`config.mk`:
```
export PLATFORM = sky130hd
export DESIGN_NAME = rf_dump_reader_flat
export DESIGN_NICKNAME = d
export VERILOG_FILES = /design/src/rtl/rf_dump_reader_if.sv /design/src/rtl/rf_dump_reader.sv /design/src/flat_wrapper.sv
export SDC_FILE = /design/constraint.sdc
export NUM_CORES = 1
export LEC_CHECK = 0
export BUFFER_PORTS_ARGS = -buffer_cell sky130_fd_sc_hd__buf_4
export CORE_MARGIN = 1
export CORE_UTILIZATION = 37
export CTS_CLUSTER_DIAMETER = 40
export CTS_CLUSTER_SIZE = 30
export DETAILED_ROUTE_END_ITERATION = 7
export GPL_TIMING_DRIVEN = 0
export HOLD_SLACK_MARGIN = 0.08
export PLACE_DENSITY = 0.63
export SYNTH_ARGS = -nofsm -noshare
export SYNTH_HDL_FRONTEND = slang
export SYNTH_SLANG_ARGS = --single-unit
```
`constraint.sdc`:
```
create_clock -name clk -period 3.3 [get_ports clk]
set_clock_uncertainty 0.2 [all_clocks]
set_input_delay 0.33 -clock clk [delete_from_list [all_inputs] [get_ports clk]]
set_output_delay 0.33 -clock clk [all_outputs]
set_load 0.01 [all_outputs]
```
`src/rtl/rf_dump_reader_if.sv`:
```
// Read-port and output-stream bundle between rf_dump_reader and its register
// file / consumer.
interface rf_dump_reader_if #(
  parameter int DATA_W = 32,
  parameter int ADDR_W = 5
);
  logic [ADDR_W-1:0] Read1;
  logic [ADDR_W-1:0] Read2;
  logic [DATA_W-1:0] Data1;
  logic [DATA_W-1:0] Data2;
  // A word transfers on a rising edge where out_valid && out_ready. Once valid
  // is raised, out_data/out_reg stay stable and valid stays high until that
  // transfer; out_ready is ignored while out_valid is low.
  logic              out_valid;
  logic              out_ready;
  logic [DATA_W-1:0] out_data;
  logic [ADDR_W-1:0] out_reg;

  modport master (
    output Read1, Read2, out_valid, out_data, out_reg,
    input  Data1, Data2, out_ready
  );

  modport slave (
    input  Read1, Read2, out_valid, out_data, out_reg,
    output Data1, Data2, out_ready
  );
endinterface

```
`src/rtl/rf_dump_reader.sv`:
```
// Dumps a contiguous register-file range two registers per fetch and streams
// each value with its index and a running XOR checksum.
module rf_dump_reader #(
  parameter int DATA_W = 32,
  parameter int ADDR_W = 5
) (
  input  logic                clk,
  input  logic                reset,
  input  logic                start,
  input  logic [ADDR_W-1:0]   first_reg,
  input  logic [ADDR_W-1:0]   last_reg,
  rf_dump_reader_if.master    bus,
  output logic                busy,
  output logic                done,
  output logic [DATA_W-1:0]   checksum,
  output logic [ADDR_W:0]     word_count,
  output logic [2:0]          dbg_state_o
);

  typedef enum logic [2:0] {
    S_IDLE   = 3'd0,
    S_FETCH  = 3'd1,
    S_SEND_A = 3'd2,
    S_SEND_B = 3'd3,
    S_DONE   = 3'd4
  } state_t;

  localparam logic [ADDR_W-1:0] ADDR_ONE  = ADDR_W'(1);
  localparam logic [ADDR_W-1:0] ADDR_TWO  = ADDR_W'(2);
  localparam logic [ADDR_W-1:0] ADDR_THR  = ADDR_W'(3);
  localparam logic [ADDR_W:0]   COUNT_ONE = (ADDR_W+1)'(1);

  state_t            state_q, state_d;
  logic [ADDR_W-1:0] ptr_q, ptr_d;
  logic [ADDR_W-1:0] last_q, last_d;
  logic [DATA_W-1:0] bufa_q, bufa_d;
  logic [DATA_W-1:0] bufb_q, bufb_d;
  logic [ADDR_W-1:0] read1_q, read1_d;
  logic [ADDR_W-1:0] read2_q, read2_d;
  logic [DATA_W-1:0] checksum_q, checksum_d;
  logic [ADDR_W:0]   count_q, count_d;

  logic [ADDR_W-1:0] ptr_p1;
  logic              out_valid_w;

  assign ptr_p1      = ptr_q + ADDR_ONE;
  assign out_valid_w = (state_q == S_SEND_A) || (state_q == S_SEND_B);

  always_ff @(posedge clk) begin
    if (reset) begin
      state_q    <= S_IDLE;
      ptr_q      <= '0;
      last_q     <= '0;
      bufa_q     <= '0;
      bufb_q     <= '0;
      read1_q    <= '0;
      read2_q    <= '0;
      checksum_q <= '0;
      count_q    <= '0;
    end else begin
      state_q    <= state_d;
      ptr_q      <= ptr_d;
      last_q     <= last_d;
      bufa_q     <= bufa_d;
      bufb_q     <= bufb_d;
      read1_q    <= read1_d;
      read2_q    <= read2_d;
      checksum_q <= checksum_d;
      count_q    <= count_d;
    end
  end

  always_comb begin
    state_d    = state_q;
    ptr_d      = ptr_q;
    last_d     = last_q;
    bufa_d     = bufa_q;
    bufb_d     = bufb_q;
    read1_d    = read1_q;
    read2_d    = read2_q;
    checksum_d = checksum_q;
    count_d    = count_q;
    case (state_q)
      S_IDLE: begin
        if (start) begin
          checksum_d = '0;
          count_d    = '0;
          if (first_reg <= last_reg) begin
            ptr_d   = first_reg;
            last_d  = last_reg;
            // Addresses are loaded on entry so they are already valid during FETCH.
            read1_d = first_reg;
            read2_d = first_reg + ADDR_ONE;
            state_d = S_FETCH;
          end else begin
            state_d = S_DONE;
          end
        end
      end
      S_FETCH: begin
        bufa_d  = bus.Data1;
        bufb_d  = bus.Data2;
        state_d = S_SEND_A;
      end
      S_SEND_A: begin
        if (bus.out_ready) begin
          checksum_d = checksum_q ^ bufa_q;
          count_d    = count_q + COUNT_ONE;
          state_d    = (ptr_q == last_q) ? S_DONE : S_SEND_B;
        end
      end
      S_SEND_B: begin
        if (bus.out_ready) begin
          checksum_d = checksum_q ^ bufb_q;
          count_d    = count_q + COUNT_ONE;
          if (ptr_p1 == last_q) begin
            state_d = S_DONE;
          end else begin
            ptr_d   = ptr_q + ADDR_TWO;
            read1_d = ptr_q + ADDR_TWO;
            read2_d = ptr_q + ADDR_THR;
            state_d = S_FETCH;
          end
        end
      end
      S_DONE:  state_d = S_IDLE;
      default: state_d = S_IDLE;
    endcase
  end

  always_comb begin
    bus.out_data = '0;
    bus.out_reg  = '0;
    if (state_q == S_SEND_A) begin
      bus.out_data = bufa_q;
      bus.out_reg  = ptr_q;
    end else if (state_q == S_SEND_B) begin
      bus.out_data = bufb_q;
      bus.out_reg  = ptr_p1;
    end
  end

  assign bus.Read1     = read1_q;
  assign bus.Read2     = read2_q;
  assign bus.out_valid = out_valid_w;
  assign busy          = (state_q != S_IDLE);
  assign done          = (state_q == S_DONE);
  assign checksum      = checksum_q;
  assign word_count    = count_q;
  assign dbg_state_o   = state_q;

endmodule

```
`src/flat_wrapper.sv`:
```
// flat-port wrapper written by rule: the top's interface ports become plain ports
module rf_dump_reader_flat 
#(
  parameter int DATA_W = 32,
  parameter int ADDR_W = 5
)
  (clk, reset, start, first_reg, last_reg, busy, done, checksum, word_count, dbg_state_o, bus_Read1, bus_Read2, bus_out_valid, bus_out_data, bus_out_reg, bus_Data1, bus_Data2, bus_out_ready);
  rf_dump_reader_if #(.DATA_W(DATA_W), .ADDR_W(ADDR_W)) bus_i ();
  input  logic clk;
  input  logic reset;
  input  logic start;
  input  logic [ADDR_W-1:0] first_reg;
  input  logic [ADDR_W-1:0] last_reg;
  output logic busy;
  output logic done;
  output logic [DATA_W-1:0] checksum;
  output logic [ADDR_W:0] word_count;
  output logic [2:0] dbg_state_o;
  output wire logic [$bits(bus_i.Read1)-1:0] bus_Read1;
  output wire logic [$bits(bus_i.Read2)-1:0] bus_Read2;
  output wire logic [$bits(bus_i.out_valid)-1:0] bus_out_valid;
  output wire logic [$bits(bus_i.out_data)-1:0] bus_out_data;
  output wire logic [$bits(bus_i.out_reg)-1:0] bus_out_reg;
  input wire logic [$bits(bus_i.Data1)-1:0] bus_Data1;
  input wire logic [$bits(bus_i.Data2)-1:0] bus_Data2;
  input wire logic [$bits(bus_i.out_ready)-1:0] bus_out_ready;
  assign bus_Read1 = bus_i.Read1;
  assign bus_Read2 = bus_i.Read2;
  assign bus_out_valid = bus_i.out_valid;
  assign bus_out_data = bus_i.out_data;
  assign bus_out_reg = bus_i.out_reg;
  assign bus_i.Data1 = bus_Data1;
  assign bus_i.Data2 = bus_Data2;
  assign bus_i.out_ready = bus_out_ready;
  rf_dump_reader #(.DATA_W(DATA_W), .ADDR_W(ADDR_W)) u_core (.clk(clk), .reset(reset), .start(start), .first_reg(first_reg), .last_reg(last_reg), .bus(bus_i), .busy(busy), .done(done), .checksum(checksum), .word_count(word_count), .dbg_state_o(dbg_state_o));
endmodule
```
==> impl_metrics.env, run 1 <==
export IMPL_status="complete, no violations"
export IMPL_yosys_area_share_adder_pct=2.42
export IMPL_coreArea_sq_mm=0.0148
export IMPL_grt_pass1_wl_mm=29.5
export IMPL_synth_edf_count=0
export IMPL_clock_sinks=120
export IMPL_ant_nets=0
export IMPL_final_hold_viol_count=0
export IMPL_synth_simple_area_share_pct=26.3
export IMPL_synth_area_sq_mm=0.00568
export IMPL_synth_cell_type_count=45
export IMPL_wire_per_inst_um=15.3
export IMPL_grt_max_degree=17
export IMPL_worstPathArrival_ns=2.58
export IMPL_synth_top_family_by_area="simple AND/OR/NAND/NOR gates"
export IMPL_syn_avg_cell_area_sq_um=7.46
export IMPL_power_frac_comb_pct=28.7
export IMPL_final_nets=1109
export IMPL_insertion_delay_ns=0.42
export IMPL_area_growth_synth_to_final_pct=49.3
export IMPL_path_cells="clkbuf_1 > nand2b_1 > clkbuf_1 > buf_1 > nor2_1 > buf_4"
export IMPL_grt_usage_pct=23.8
export IMPL_rsz0062_at_grt="no"
export IMPL_crit_path_end_kind="output pin"
export IMPL_num_vias=6053
export IMPL_synth_compound_area_share_pct=13.5
export IMPL_synth_mux_area_share_pct=7.24
export IMPL_grt_pass1_vias=5865
export IMPL_post_cts_buffers=0
export IMPL_syn_inst=762
export IMPL_dpl_hpwl_mm=13.0
export IMPL_path_common_cell="clkbuf_1"
export IMPL_finalCritPeriodShare_pct=94.2
export IMPL_grt_overflow=0
export IMPL_dieArea_sq_mm=0.0159
export IMPL_critPathMaxFanout=10
export IMPL_ir_worst_vdd_mv=0.323
export IMPL_drt_wl_total_mm=18.7
export IMPL_cap_violations=0
export IMPL_p_seq_share_pct=33.8
export IMPL_synth_nets=851
export IMPL_critPathSlowestCell="buf_1"
export IMPL_p_per_area_mw_per_mm2=591
export IMPL_start_util_pct=38.5
export IMPL_hold_class="in -> reg"
export IMPL_layout_common_cells="nand2_1 (207), buf_4 (167), dfxtp_1 (120), a21oi_1 (111), nor2_1 (95)"
export IMPL_max_slew_margin_rel_pct=44.7
export IMPL_globalplace_congestion=0.835
export IMPL_synthArstFlopShare_pct=0
export IMPL_antenna_found_initial=0
export IMPL_viasPerCell=4.97
export IMPL_internal_power_mw=3.38
export IMPL_yosys_register_bits=120
export IMPL_gr_usage_met3_pct=5.23
export IMPL_pwr_share_clk_pct=37.4
export IMPL_die_w_um=126
export IMPL_dpl_cell_area_sq_mm=0.00717
export IMPL_root_buffer="clkbuf_16"
export IMPL_htreeDepth=4
export IMPL_fillers=1426
export IMPL_setup_violations=0
export IMPL_switching_share_pct=32.6
export IMPL_dieHeight_um=126
export IMPL_yosysWarnings=0
export IMPL_p_sw_mw=1.63
export IMPL_met1_usage_pct=29.9
export IMPL_synth_xor_area_share_pct=3.54
export IMPL_drt_iter0_markers=295
export IMPL_cts_tree="built"
export IMPL_seq_area_frac_synth_pct=42.3
export IMPL_tns_ns=0
export IMPL_ioPinCount=169
export IMPL_final_max_slew_violation_count=0
export IMPL_worstPathRequired_ns=2.77
export IMPL_drive_above_1_share_pct=20.3
export IMPL_top_usage_layer="met2"
export IMPL_clockBufferDepth=2
export IMPL_fin_area_sq_mm=0.00848
export IMPL_cts_made_buffers=17
export IMPL_crit_buf_inv=4
export IMPL_worst_pin_slew_ns=0.830
export IMPL_use_met2_pct=39.2
export IMPL_dr_pass1_iters=5
export IMPL_antenna_cells=0
export IMPL_path_class="reg -> out"
export IMPL_cpLargestDelayFamily="buffers and inverters"
export IMPL_ys_flop_type="dfxtp_1"
export IMPL_worst_setup_path_start_kind="flop"
export IMPL_port_buffers=167
export IMPL_fmax_mhz=322
export IMPL_layout_commonest_cell="nand2_1"
export IMPL_row_count=44
export IMPL_leakage_nw=3.40
export IMPL_slowest_delay_ns=0.53
export IMPL_clk_pin_slew_worst_paths_ns=0.05
export IMPL_drc=0
export IMPL_min_period_ns=3.11
cell usage after synthesis (2+ instances only):
library cell,number,area share (%)
mux2i_1,40,7.0
nor2_1,95,6.3
dfxtp_1,120,42
a21oi_1,111,9.8
buf_1,8,0.53
nand2b_1,4,0.44
nand3b_1,3,0.40
ha_1,11,2.4
a211o_1,4,0.62
clkbuf_1,40,2.6
xor2_1,11,1.7
xnor2_1,12,1.8
buf_2,4,0.35
and2_1,2,0.22
buf_6,2,0.40
nand3_1,5,0.44
a211oi_1,2,0.26
a21o_1,2,0.26
a2bb2oi_1,2,0.31
nor3_1,35,3.1
nand2_1,207,14
inv_1,12,0.79
or2_2,2,0.22
nand4_1,7,0.77
final cells by class:
type                       instances  area [sq um]  share of cell area [%]
sequential                       120          2400                    28.3
timing repair buffer             239          1970                    23.3
inverter                          13          48.8                   0.575
clock inverter                    13           153                    1.80
buffer                            54           223                    2.62
tap                              184           230                    2.71
multi-input combinational        575          3010                    35.5
clock buffer                      19           443                    5.22
power groups by stage:
stage               sequential (mW)  combinational (mW)  clock (mW)
global placement               1.72                1.36           0
CTS                            1.69                1.44        1.91
finish                         1.70                1.44        1.88
global route                   1.71                1.60        1.97
floorplan                      1.72               0.904           0
detailed placement             1.72                1.37           0
stage by stage:
step	utilization [%]	hold WS (ns)	setup WS [ns]	total power [mW]	instances
5_1_grt	57.5	0.110	0.0152	5.28	1217
2_1_floorplan	-	0.236	0.832	2.62	762
3_5_place_dp	48.6	0.246	0.477	3.09	1113
4_1_cts	57.5	0.0894	0.188	5.04	1217
6_report	57.5	0.0982	0.192	5.01	1217
3_3_place_gp	48.6	0.241	0.489	3.08	1113
worst register-to-register path, stage by stage, from the launching register on:
cell and delay [ns]:
dfxtp_1 0.35, clkbuf_1 0.31, inv_1 0.14, ha_1 0.39, xor2_1 0.17, a211oi_1 0.21
o211ai_1 0.21, o221ai_2 0.34, buf_6 0.19, nor2_1 0.05, o21a_1 0.15
routing by layer:
layer | wire length, um | part of all wire [%]
met1 | 8470 | 45
met2 | 8690 | 47
met3 | 1010 | 5.4
met4 | 491 | 2.6
met5 | 0 | 0
repair_timing:
item,4_1_cts,5_1_grt
endpoints found under the hold margin,72,0
resized for setup,0,0
hold buffers,72,0
cells by family (layout without fill, tap and decap cells):
family                     Yosys count  in the layout
DFF                                120            120
buffers and inverters               67            338
adders and majority gates           11             11
and+or+nand+nor                    366            366
muxes                               41             41
xor gates and xnor gates            23             23
AOI/OAI and AO/OA                  134            134
state kept, by name, indices dropped and copies added, names as in the netlist:
register            count
u_core.dbg_state_o      3
u_core.bus.Read2        5
u_core.bufa_q          32
u_core.word_count       6
u_core.checksum        32
u_core.bus.Read1        5
u_core.bufb_q          32
u_core.last_q           5
worst paths after layout:
check	startpoint	to	slack (ns)	depth (start not counted)
max	u_core.dbg_state_o[2]	bus_out_data[14]	0.19	6
min reg2reg	u_core.bufa_q[18]	u_core.bufa_q[18]	0.25	2
min	first_reg[0]	u_core.bus.Read2[0]	0.1	4
max reg2reg	u_core.bus.Read1[0]	u_core.bus.Read1[1]	0.48	10
Note: power is estimated with default switching activity, not from simulation.
==> inputs of run 2 (changes only) <==
==> constraint.sdc (replaced) <==
create_clock -name clk -period 3.3 [get_ports clk]
set_clock_uncertainty 0.2 [all_clocks]
set_input_delay 0.33 -clock clk [delete_from_list [all_inputs] [get_ports clk]]
set_output_delay 0.33 -clock clk [all_outputs]
set_load 0.05 [all_outputs]
==> impl_metrics.env, run 2 (synthesis gave the netlist of run 1 again) <==
export IMPL_status="complete, no violations"
export IMPL_globalplace_congestion=0.835
export IMPL_cap_violations=0
export IMPL_grt_pass1_vias=5865
export IMPL_clk_pin_slew_worst_paths_ns=0.05
export IMPL_cts_tree="built"
export IMPL_insertion_delay_ns=0.42
export IMPL_dr_pass1_iters=5
export IMPL_grt_overflow=0
export IMPL_crit_path_end_kind="output pin"
export IMPL_port_buffers=167
export IMPL_clock_sinks=120
export IMPL_wire_per_inst_um=15.3
export IMPL_worst_pin_slew_ns=0.825
export IMPL_fmax_mhz=321
export IMPL_cts_made_buffers=17
export IMPL_antenna_found_initial=0
export IMPL_rr_worst_depth=10
export IMPL_root_buffer="clkbuf_16"
export IMPL_grt_max_degree=17
export IMPL_grt_usage_pct=23.8
export IMPL_min_to="u_core.bus.Read2[0]"
export IMPL_num_vias=6056
export IMPL_crit_start="u_core.dbg_state_o[2]"
export IMPL_wl_met2_mm=8.68
export IMPL_coreArea_sq_mm=0.0148
export IMPL_final_nets=1109
export IMPL_drive_above_1_share_pct=20.4
export IMPL_wl_met1_mm=8.47
export IMPL_viasPerCell=4.98
export IMPL_min_period_ns=3.11
export IMPL_hold_class="in -> reg"
export IMPL_max_slew_margin_rel_pct=45.0
export IMPL_leakage_nw=3.41
export IMPL_fin_util_pct=57.5
export IMPL_rr_startpoint="u_core.bus.Read1[0]"
export IMPL_worst_setup_path_start_kind="flop"
export IMPL_row_count=44
export IMPL_ant_nets=0
export IMPL_drt_wl_total_mm=18.7
export IMPL_htreeDepth=4
export IMPL_start_util_pct=38.5
export IMPL_holdPathStages=4
export IMPL_ioPinCount=169
export IMPL_fillers=1425
export IMPL_dpl_hpwl_mm=13.0
export IMPL_top_layer="met4"
export IMPL_wl_met3_mm=1.01
export IMPL_ir_worst_vdd_mv=0.323
export IMPL_worstPathRequired_ns=2.77
export IMPL_dpl_cell_area_sq_mm=0.00717
export IMPL_final_hold_viol_count=0
export IMPL_path_class="reg -> out"
export IMPL_finalCritPeriodShare_pct=94.3
export IMPL_die_w_um=126
export IMPL_layout_commonest_cell="nand2_1"
export IMPL_worstPathArrival_ns=2.58
export IMPL_fin_area_sq_mm=0.00849
export IMPL_r2r_setup_slack_ns=0.48
export IMPL_layout_common_cells="nand2_1 (207), buf_4 (167), dfxtp_1 (120), a21oi_1 (111), nor2_1 (95)"
export IMPL_dieArea_sq_mm=0.0159
export IMPL_antenna_cells=0
export IMPL_dieHeight_um=126
export IMPL_area_growth_synth_to_final_pct=49.3
export IMPL_setup_violations=0
export IMPL_r2r_end="u_core.bus.Read1[1]"
export IMPL_p_per_area_mw_per_mm2=613
export IMPL_drc=0
export IMPL_clockBufferDepth=2
export IMPL_tns_ns=0
export IMPL_hp_start="first_reg[0]"
export IMPL_drt_iter0_markers=295
export IMPL_critPathMaxFanout=10
export IMPL_rsz0062_at_grt="no"
export IMPL_grt_pass1_wl_mm=29.5
export IMPL_final_max_slew_violation_count=0
==> run 2: changes by cell type in the layout (fill, tap and decap cells not counted), sizes merged <==
cell,change
buf,-1
clkbuf,+1
==> run 2: worst max path at each step <==
stage / slack [ns] / to
after detailed placement: 0.48 / u_core.bus.Read1[1]
after CTS: 0.14 / bus_out_data[14]
after floorplan: 0.54 / u_core.bus.Read1[1]
after global routing: 0.004 / bus_out_data[24]
final: 0.19 / bus_out_data[23]
after global placement: 0.49 / u_core.bus.Read2[4]
==> run 2: per-stage QoR <==
stage	hold WS [ns]	power, mW	instances	worst slack (ns)
after floorplan	0.236	2.81	762	0.540
after global placement	0.241	3.27	1113	0.489
after detailed placement	0.246	3.28	1113	0.477
after CTS	0.0894	5.23	1217	0.140
after global routing	0.110	5.47	1217	0.00429
final	0.0978	5.20	1217	0.189
==> run 2: power by group <==
part,internal (mW),total [mW],switching [mW],leakage [nW]
clock,1.20,1.88,0.677,0.293
combinational,0.587,1.63,1.04,2.14
sequential,1.60,1.70,0.0985,0.973
==> run 2: timing repair <==
action,CTS,global route
hold buffers,72,0
setup buffers,0,0
resized for setup,0,1
hold endpoints to repair,72,0
endpoints found under the setup margin,0,1
==> run 2: final cells by class <==
type,count,area [sq um],area share [%]
clock buffers,19,443,5.22
multi-input cells,575,3010,35.5
repair buffers,239,1970,23.3
well taps,184,230,2.71
inverters,13,48.8,0.575
plain buffers,54,224,2.64
flip-flops and latches,120,2400,28.3
clock inverters,13,153,1.80
==> run 2: critical path, stage by stage, from the launching register on <==
cell      delay (ns)
dfxtp_1         0.33
clkbuf_1        0.28
nand2b_1        0.23
clkbuf_1        0.46
buf_1           0.51
nor2_1          0.13
buf_4           0.22
==> run 2: per-layer routing <==
| layer | track usage (%) | vias up |
|---|---|---|
| met5 | 0 | - |
| met4 | 10.1 | 0 |
| met3 | 5.23 | 35 |
| met2 | 39.2 | 196 |
| met1 | 29.9 | 2771 |
| li1 | - | 3054 |
==> inputs of run 3 (changes only) <==
--- a/config.mk
+++ b/config.mk
@@ -15,4 +15,5 @@
 export HOLD_SLACK_MARGIN = 0.08
 export PLACE_DENSITY = 0.63
+export SLEW_MARGIN = 20
 export SYNTH_ARGS = -nofsm -noshare
 export SYNTH_HDL_FRONTEND = slang
==> constraint.sdc (replaced) <==
create_clock -name clk -period 3.3 [get_ports clk]
set_clock_uncertainty 0.2 [all_clocks]
set_input_delay 0.66 -clock clk [delete_from_list [all_inputs] [get_ports clk]]
set_output_delay 0.66 -clock clk [all_outputs]
set_load 0.05 [all_outputs]
==> impl_metrics.env, run 3 (synthesis gave the netlist of run 1 again) <==
export IMPL_ctsHoldBuffers=0
export IMPL_r2r_setup_slack_ns=0.47
export IMPL_insertion_delay_ns=0.42
export IMPL_ir_worst_vdd_mv=0.323
export IMPL_row_count=44
export IMPL_final_max_slew_violation_count=0
export IMPL_viasPerCell=5.00
export IMPL_drt_wl_total_mm=17.6
export IMPL_path_class="reg -> out"
export IMPL_area_growth_synth_to_final_pct=36.7
export IMPL_cap_violations=0
export IMPL_power_total_mw=5.13
export IMPL_rr_startpoint="u_core.bus.Read1[0]"
export IMPL_grt_usage_pct=22.4
export IMPL_fmax_mhz=316
export IMPL_min_period_ns=3.17
export IMPL_clk_pin_slew_worst_paths_ns=0.05
export IMPL_p_per_area_mw_per_mm2=661
export IMPL_ioPinCount=169
export IMPL_fin_util_pct=52.7
export IMPL_min_to="u_core.bufa_q[18]"
export IMPL_dpl_hpwl_mm=13.0
export IMPL_dpl_cell_area_sq_mm=0.00717
export IMPL_antenna_found_initial=0
export IMPL_crit_path_end_kind="output pin"
export IMPL_dieArea_sq_mm=0.0159
export IMPL_worstPathArrival_ns=2.31
export IMPL_r2r_end="u_core.bus.Read1[1]"
export IMPL_layout_common_cells="nand2_1 (207), buf_4 (167), dfxtp_1 (120), a21oi_1 (111), nor2_1 (95)"
export IMPL_worst_setup_path_start_kind="flop"
export IMPL_hold_class="reg -> reg"
export IMPL_final_cells=1145
export IMPL_dr_pass1_iters=5
export IMPL_start_util_pct=38.5
export IMPL_coreArea_sq_mm=0.0148
export IMPL_ant_nets=0
export IMPL_drt_iter0_markers=374
export IMPL_final_nets=1037
export IMPL_leakage_nw=3.11
export IMPL_finalCritPeriodShare_pct=95.9
export IMPL_post_cts_buffers=0
export IMPL_clockBufferDepth=2
export IMPL_layout_commonest_cell="nand2_1"
export IMPL_rsz0062_at_grt="no"
export IMPL_dpl_cell_count=1113
export IMPL_globalplace_congestion=0.835
export IMPL_clock_sinks=120
export IMPL_tns_ns=0
export IMPL_worst_pin_slew_ns=0.812
export IMPL_final_hold_viol_count=0
export IMPL_drive_above_1_share_pct=22.3
export IMPL_status="complete, no violations"
export IMPL_fin_area_sq_mm=0.00777
export IMPL_wire_per_inst_um=15.3
export IMPL_max_slew_margin_rel_pct=45.9
export IMPL_drc=0
export IMPL_dieHeight_um=126
export IMPL_grt_overflow=0
export IMPL_root_buffer="clkbuf_16"
export IMPL_die_w_um=126
export IMPL_cts_tree="built"
export IMPL_rr_worst_depth=10
export IMPL_grt_max_degree=17
export IMPL_hp_start="u_core.bufa_q[18]"
export IMPL_cts_made_buffers=17
export IMPL_htreeDepth=4
export IMPL_grt_pass1_wl_mm=27.8
export IMPL_num_vias=5727
export IMPL_port_buffers=167
export IMPL_antenna_cells=0
export IMPL_holdPathStages=2
export IMPL_setup_violations=0
export IMPL_grt_pass1_vias=5481
export IMPL_critPathMaxFanout=10
export IMPL_worstPathRequired_ns=2.44
## run 3: cell types whose count changed in the layout (fill, tap and decap cells not counted), sizes merged
cell / delta
buf: +1
clkbuf: -1
dlygate4sd3: -72
## run 3: cell type report
class	count	area [sq um]
tap	184	230
inverter	13	48.8
timing repair buffer	167	1250
multi-input combinational	575	3010
buffer	54	228
clock inverter	13	153
sequential	120	2400
fill	1517	6990
clock buffer	19	443
## run 3: critical path, cell delays in order, from the launching register on
cell and delay [ns]:
dfxtp_1 0.34, buf_6 0.14, clkbuf_1 0.62, mux2i_1 0.44
nor2_1 0.12, buf_4 0.21
## run 3: per-layer routing
layer  track usage (%)  part of all wire, %  wire, um
met3              5.40                  5.9      1040
met2              35.5                   45      7860
met5                 0                    0         0
met4              9.36                  2.5       442
met1              29.2                   47      8220
## run 3: worst max-delay path by stage
stage                                      from          endpoint  depth (start not counted)
after floorplan           u_core.dbg_state_o[1]  bus_out_data[10]                          5
after global placement    u_core.dbg_state_o[2]  bus_out_data[14]                          6
after detailed placement  u_core.dbg_state_o[2]  bus_out_data[14]                          6
after CTS                 u_core.dbg_state_o[2]  bus_out_data[14]                          6
after global routing      u_core.dbg_state_o[0]   bus_out_data[1]                          5
final                     u_core.dbg_state_o[0]   bus_out_data[2]                          5
## run 3: where the power goes
part	switching [mW]	internal, mW
combinational	1.03	0.533
sequential	0.0979	1.60
clock	0.676	1.20
## run 3: through the flow
stage	hold slack (ns)	worst slack (ns)
6_report	0.251	0.135
5_1_grt	0.267	0.0526
4_1_cts	0.254	0.0487
3_5_place_dp	0.246	0.267
3_3_place_gp	0.241	0.263
2_1_floorplan	0.236	0.259
## run 3: what timing repair did
item / in CTS / in global routing
resized for setup: 3 / 2
hold endpoints to repair: 0 / 0
endpoints found under the setup margin: 30 / 30
